==> config.mk <==
export PLATFORM = sky130hd
export DESIGN_NAME = instr_fetch_mem
export DESIGN_NICKNAME = d
export VERILOG_FILES = /design/src/rtl/instr_fetch_mem.sv
export SDC_FILE = /design/constraint.sdc
export NUM_CORES = 2
export LEC_CHECK = 0
export CAP_MARGIN = 20
export CORE_UTILIZATION = 30
export DETAILED_ROUTE_END_ITERATION = 6
export SLEW_MARGIN = 30
export SYNTH_ARGS = -nofsm -noshare
export SYNTH_HDL_FRONTEND = slang
export SYNTH_SLANG_ARGS = --single-unit
==> constraint.sdc <==
create_clock -name clk -period 2.68 [get_ports clk]
set_input_delay 0.268 -clock clk [delete_from_list [all_inputs] [get_ports clk]]
set_output_delay 0.268 -clock clk [all_outputs]
set_load 0.01 [all_outputs]
==> src/rtl/instr_fetch_mem.sv <==
// Instruction memory with registered fetch, program loading and an end-of-program
// drain sequence that halts the fetch unit a fixed number of cycles after the marker.
module instr_fetch_mem #(
    parameter int          XLEN     = 32,
    parameter int          DEPTH    = 64,
    parameter int          DRAIN    = 6,
    parameter logic [31:0] END_WORD = 32'h0000_0000
) (
    input  logic                     clk,
    input  logic                     rst,
    input  logic [XLEN-1:0]          pc,
    input  logic                     stall,
    input  logic                     ld_en,
    input  logic [$clog2(DEPTH)-1:0] ld_addr,
    input  logic [31:0]              ld_data,
    output logic [31:0]              instruction,
    output logic                     inst_valid,
    output logic                     misaligned,
    output logic                     out_of_range,
    output logic                     mostrar,
    output logic                     done
);
    localparam int              AW       = $clog2(DEPTH);
    localparam int              CW       = $clog2(DRAIN) + 1;
    localparam logic [31:0]     NOP      = 32'h0000_0013;
    localparam logic [XLEN-1:0] DEPTH_X  = XLEN'(DEPTH);
    localparam logic [CW-1:0]   CNT_LOAD = CW'(DRAIN - 1);
    localparam logic [CW-1:0]   CNT_ONE  = CW'(1);

    typedef enum logic [1:0] {
        S_RUN,
        S_DRAIN,
        S_HALT
    } state_t;

    state_t        state, state_n;
    logic [CW-1:0] cnt, cnt_n;
    logic [31:0]   instr_n;
    logic          valid_n, mis_n, oor_n, mostrar_n, done_n;

    logic [31:0]     mem [DEPTH];
    logic [XLEN-1:0] word_idx;
    logic [31:0]     fetch_word;
    logic            fetch_mis, fetch_oor;

    // Program storage is never reset, so a loaded program survives rst.
    always_ff @(posedge clk) begin
        if (ld_en) begin
            mem[ld_addr] <= ld_data;
        end
    end

    // Word selection; the read is sampled by the output register, giving
    // read-before-write behaviour against a same-edge load.
    always_comb begin
        word_idx   = {2'b00, pc[XLEN-1:2]};
        fetch_word = mem[word_idx[AW-1:0]];
        fetch_mis  = 1'b0;
        fetch_oor  = 1'b0;
        if (pc[1:0] != 2'b00) begin
            fetch_word = NOP;
            fetch_mis  = 1'b1;
        end else if (word_idx >= DEPTH_X) begin
            fetch_word = END_WORD;
            fetch_oor  = 1'b1;
        end
    end

    always_comb begin
        state_n   = state;
        cnt_n     = cnt;
        instr_n   = instruction;
        valid_n   = inst_valid;
        mis_n     = misaligned;
        oor_n     = out_of_range;
        mostrar_n = mostrar;
        done_n    = done;
        case (state)
            S_RUN: begin
                if (!stall) begin
                    instr_n = fetch_word;
                    valid_n = 1'b1;
                    mis_n   = fetch_mis;
                    oor_n   = fetch_oor;
                    if (fetch_word == END_WORD) begin
                        state_n = S_DRAIN;
                        cnt_n   = CNT_LOAD;
                        if (CNT_LOAD == CNT_ONE) begin
                            mostrar_n = 1'b1;
                        end
                    end
                end
            end
            S_DRAIN: begin
                // Counter is always >= 1 here, so the decrement cannot wrap.
                if (!stall) begin
                    cnt_n = cnt - CNT_ONE;
                    if (cnt_n == CNT_ONE) begin
                        mostrar_n = 1'b1;
                    end
                    if (cnt_n == '0) begin
                        state_n = S_HALT;
                        done_n  = 1'b1;
                        valid_n = 1'b0;
                        instr_n = NOP;
                        mis_n   = 1'b0;
                        oor_n   = 1'b0;
                    end else begin
                        instr_n = fetch_word;
                        valid_n = 1'b1;
                        mis_n   = fetch_mis;
                        oor_n   = fetch_oor;
                    end
                end
            end
            default: begin
            end
        endcase
    end

    always_ff @(posedge clk or posedge rst) begin
        if (rst) begin
            state        <= S_RUN;
            cnt          <= '0;
            instruction  <= NOP;
            inst_valid   <= 1'b0;
            misaligned   <= 1'b0;
            out_of_range <= 1'b0;
            mostrar      <= 1'b0;
            done         <= 1'b0;
        end else begin
            state        <= state_n;
            cnt          <= cnt_n;
            instruction  <= instr_n;
            inst_valid   <= valid_n;
            misaligned   <= mis_n;
            out_of_range <= oor_n;
            mostrar      <= mostrar_n;
            done         <= done_n;
        end
    end

endmodule

* Word-level counts from Yosys, hierarchy flattened
Memories as Yosys holds them, arrays and structs flattened. Cells that the tools add are included.
Storage, ports and cells: register bits 43, memory bits (writable) 2048, bits of input ports 74, output and inout bits 37, logic and storage cells 60, memories 1
Memories:
- mem | words 64, width 32, read ports 1, clocked after Yosys merged registers in 0, write ports 1, line 41 | logic [31:0] mem [DEPTH];
Operators by class: add/sub/neg operators 1, order comparisons 1, eq/ne operators 6, multiplexer cells 32, bitwise operators 1, reductions and logical operators 10
Operators with widths (number):
- $mux W32 | 5
- $pmux W32 S2 | 1
- $logic_not A32 Y1 | 1
- $ge A30 B7 Y1 const B | 1
- $mux W1 | 14
- $mux W4 | 3
- $reduce_and A3 Y1 | 3
- $mux W2 | 4
- $ne A2 B2 Y1 const B | 4
- $pmux W4 S2 | 1
- $pmux W1 S2 | 3
- $reduce_and A5 Y1 | 1
- $eq A4 B1 Y1 const B | 1
- $logic_not A4 Y1 | 1
- $pmux W2 S2 | 1
- $reduce_and A4 Y1 | 1
- $reduce_bool A2 Y1 | 2
- $sub A4 B1 Y4 const B | 1
- $eq A2 B1 Y1 const B | 1
- $logic_not A2 Y1 | 1
- $not A1 Y1 | 1

* Logic depth before layout (Yosys ltp)
depth after elaboration 7, mapped depth 15, depth with buffers taken out 10

* Worst setup path after synthesis
No wires, ideal clock.
path kind in2reg, start input port ld_addr[3], end memory mem[48][0] (enable), setup time 0.461 ns, data arrival time 2.993 ns, required time 2.219 ns, setup slack -0.774 ns, stages 4, path buffers 1, path through clkbuf_1 -> nor2b_1 -> nand4b_1 -> nor3_1
RTL lines:
- from (decl) | line 14 | input logic [$clog2(DEPTH)-1:0] ld_addr,
- to (decl) | line 41
Straight into the memory's write port.

* Worst setup path in the final report
start memory mem[63][2], end register cnt[1]
On the way: cells in the longest elaborated chain, start to end 6
RTL lines:
- $mem_v2 Z64 W32
- $mux W32 | line 63 | end else if (word_idx >= DEPTH_X) begin
- $mux W32 | line 60 | if (pc[1:0] != 2'b00) begin
- $logic_not A32 Y1 | line 85 | if (fetch_word == END_WORD) begin
- $ne A2 B2 Y1 (no source line)
- $reduce_and A4 Y1 (no source line)
- to (signal assigned) | line 133 | cnt <= cnt_n;
- to (decl) | line 37 | logic [CW-1:0] cnt, cnt_n;
Every way passes these cells. A chain may end at the register's enable or synchronous reset.

==> flow_metrics.env <==
export IMPL_maxCapViolations=0
export IMPL_gp_congestion=0.871
export IMPL_hpwl_um=158000
export IMPL_synth_fa_ha_area_share_pct=0.0468
export IMPL_grtUsageTotal_pct=17.5
export IMPL_synth_net_count=3703
export IMPL_avgRoutedWirePerCell_um=29.3
export IMPL_initial_core_util_pct=30.2
export IMPL_crit_path_start_kind="flop"
export IMPL_syn_to_final_growth_pct=23.5
export IMPL_synth_area_um2=80300
export IMPL_grt_pass1_wl_um=332000
export IMPL_num_io_pins=111
export IMPL_grt_max_degree=65
export IMPL_vias_per_cell=5.20
export IMPL_synth_top_family_by_area="multiplexers"
export IMPL_synth_cells=3626
export IMPL_ys_types=73
export IMPL_vias=42500
export IMPL_clk_latency_ns=0.84
export IMPL_core_area_um2=266000
export IMPL_dp_cells=7780
export IMPL_routed_wl_um=239000
export IMPL_r2r_slack_ns=-0.54
export IMPL_final_hold_viol_count=0
export IMPL_synth_largest_area_cell="edfxtp_1"
export IMPL_ys_seq_area_share_pct=77.9
export IMPL_finalCritPeriodShare_pct=120
export IMPL_clock_path_buffers=3
export IMPL_cp_arrival_ns=3.91
export IMPL_path_clk_slew_ns=0.06
export IMPL_p_total_mw=69.0
export IMPL_row_count=189
export IMPL_synth_compound_area_share_pct=2.90
export IMPL_ys_seq_elements=2091
export IMPL_dieHeight_um=519
export IMPL_drive_gt1_share_pct=35.4
export IMPL_cts_htree_levels=4
export IMPL_setup_violations=5
export IMPL_fp_dieArea_um2=270000
export IMPL_cts_num_sinks=2091
export IMPL_min_path_type="in -> reg"
export IMPL_syn_avg_cell_area_um2=22.1
export IMPL_io_buffers=110
export IMPL_yosysTopAreaCellShare_pct=76.6
export IMPL_ant_nets=0
export IMPL_violations="negative setup slack"
export IMPL_antenna_found_initial=33
export IMPL_grt_pass1_vias=42400
export IMPL_vdd_drop_max_v=0.000518
export IMPL_critical_path_class="reg -> reg"
export IMPL_dr_first_iter_drc_count=5375
export IMPL_cp_required_ns=3.37
export IMPL_end_kind="flop"
export IMPL_synthSimpleGateAreaFrac_pct=1.93
export IMPL_drc_errors=0
export IMPL_drtPass1Iterations=5
export IMPL_setup_tns_ns=-2.60
export IMPL_synth_main_ff_cell="edfxtp_1"
export IMPL_cts_tree="built"
export IMPL_overflow=0
export IMPL_cp_max_fo=5
export IMPL_maxSlewViolCount=0
export IMPL_synth_edf_count=2048
export IMPL_p_leak_nw=32.0
export IMPL_cts_made_buffers=209
export IMPL_synth_area_leaders="edfxtp_1 (77%), mux4_2 (13%), mux2i_1 (2.3%), dfrtp_1 (1.2%), a22oi_1 (0.60%)"
export IMPL_yosysWarnings=0
export IMPL_ys_async_sr_fraction_pct=2.06
export IMPL_synth_mux_area_share_pct=15.9
export IMPL_stdcell_count=8168
export IMPL_worst_pin_slew_ns=0.986
export IMPL_timing_slew_headroom_pct=34.2
export IMPL_cellPowerDensity_nw_per_um2=696
export IMPL_min_period_ns=3.22
export IMPL_final_nets=4549
export IMPL_clock_root_buffer="clkbuf_16"
export IMPL_fin_ws_ns=-0.542
export IMPL_die_w_um=519
export IMPL_fmax_mhz=310
export IMPL_rsz0062_at_grt="true"
export IMPL_skew_ns=0.0441
export IMPL_synth_xor_area_share_pct=0
export IMPL_status="finished with violations"
## Yosys cell counts, types with 9 or more instances
library cell,count
o211ai_1,9
buf_2,91
edfxtp_1,2048
mux4_2,473
nor2_1,106
buf_1,13
nand3_1,22
o22ai_1,52
a22o_1,35
nor4_1,11
mux2_2,26
a221oi_1,10
a22oi_1,64
clkbuf_1,63
a211oi_1,15
a21oi_1,27
buf_4,23
o21ai_0,36
a31oi_1,9
nand4_1,10
mux2i_1,182
nor2b_1,13
nand2_1,80
nand2b_1,14
nor3_1,23
dfrtp_1,40
## worst paths after layout
kind | start | end | depth (start not counted)
min | ld_data[5] | mem[25][5] | 1
max reg2reg | mem[63][2] | cnt[1] | 11
min in group asynchronous | rst | inst_valid | 3
max in group asynchronous | rst | instruction[24] | 4
max | mem[63][2] | cnt[1] | 11
min reg2reg | done | done | 1
## where the power goes
group,leakage [nW],internal (mW),total [mW],switching [mW]
clock,3.13,15.6,27.9,12.2
combinational,9.90,2.00,4.73,2.72
sequential,19.0,36.2,36.4,0.174
## cells in the final DEF, fill, tap and decap left out, drive strengths merged, types with 10 or more instances in the layout
cell type	instances
edfxtp	2048
buf	748
mux4	473
clkbuf	268
mux2i	182
nor2	106
nand2	80
clkinv	79
clkdlybuf4s50	72
a22oi	64
o22ai	52
dfrtp	40
o21ai	40
a22o	35
a21oi	27
mux2	26
nor3	24
nand3	22
a211oi	16
inv	15
nand2b	14
nor2b	13
dlygate4sd3	12
nor4	11
nand4	10
a221oi	10
## repair_timing
action                                  in CTS  in global routing
pin swaps                                    4                  2
hold buffers                                12                  0
endpoints found under the setup margin       5                  5
endpoints found under the hold margin      263                  0
buffers inserted                             1                  1
gates resized for setup                     16                  5
## metal layers
metal	track usage, %	wire (µm)	vias to the layer above
met3	3.32	20800	374
met1	23.6	95800	22900
met2	28.4	114000	1991
met4	5.70	7790	22
met5	0	131	-
li1	-	-	17100
## cell families (layout without fill, tap and decap cells)
| group | after synthesis | count (layout) |
|---|---|---|
| buf+inv | 205 | 1211 |
| flops | 2091 | 2091 |
| compound gates | 323 | 323 |
| fa+ha+maj | 3 | 3 |
| mux | 681 | 681 |
| simple gates | 323 | 323 |
| other cells | 0 | 3 |
## worst max-delay path, cell delays in order, from the launching register on
cell and delay, ns:
edfxtp_1 0.36, mux4_2 0.49, mux2i_1 0.26, buf_4 0.19
o221a_2 0.33, a2111oi_4 0.14, buf_4 0.19, nor3_1 0.19
nand4_1 0.29, nor3_4 0.40, buf_6 0.17, o31ai_1 0.06
## area by class of cell
cell class                      instances  area, µm²
Tap cell                             3533       4420
Antenna cell                            3       7.51
Timing Repair Buffer                  832       8370
Clock buffer                          268       5640
Sequential cell                      2091      62600
Multi-Input combinational cell       1330      17300
Fill cell                           23900     166000
Clock inverter                        103        803
Inverter                                8       32.5
## sequential cells by signal, summed over array words and instances (netlist names)
| name | count |
|---|---|
| out_of_range | 1 |
| state | 2 |
| cnt | 4 |
| mem | 2048 |
| instruction | 32 |
| misaligned | 1 |
| inst_valid | 1 |
| done | 1 |
| mostrar | 1 |
## metrics by stage
step                worst slack, ns  hold WS, ns  instance area [µm²]  utilization, %
floorplan                    -0.230        0.364                80700               -
global placement              -1.84        0.459                92500            34.8
detailed placement            -1.44        0.462                92500            34.8
CTS                          -0.479      0.00311                99100            37.3
global route                 -0.645       0.0258                99200            37.3
finish                       -0.542       0.0501                99200            37.3
Note: power is estimated with default switching activity, not from simulation.
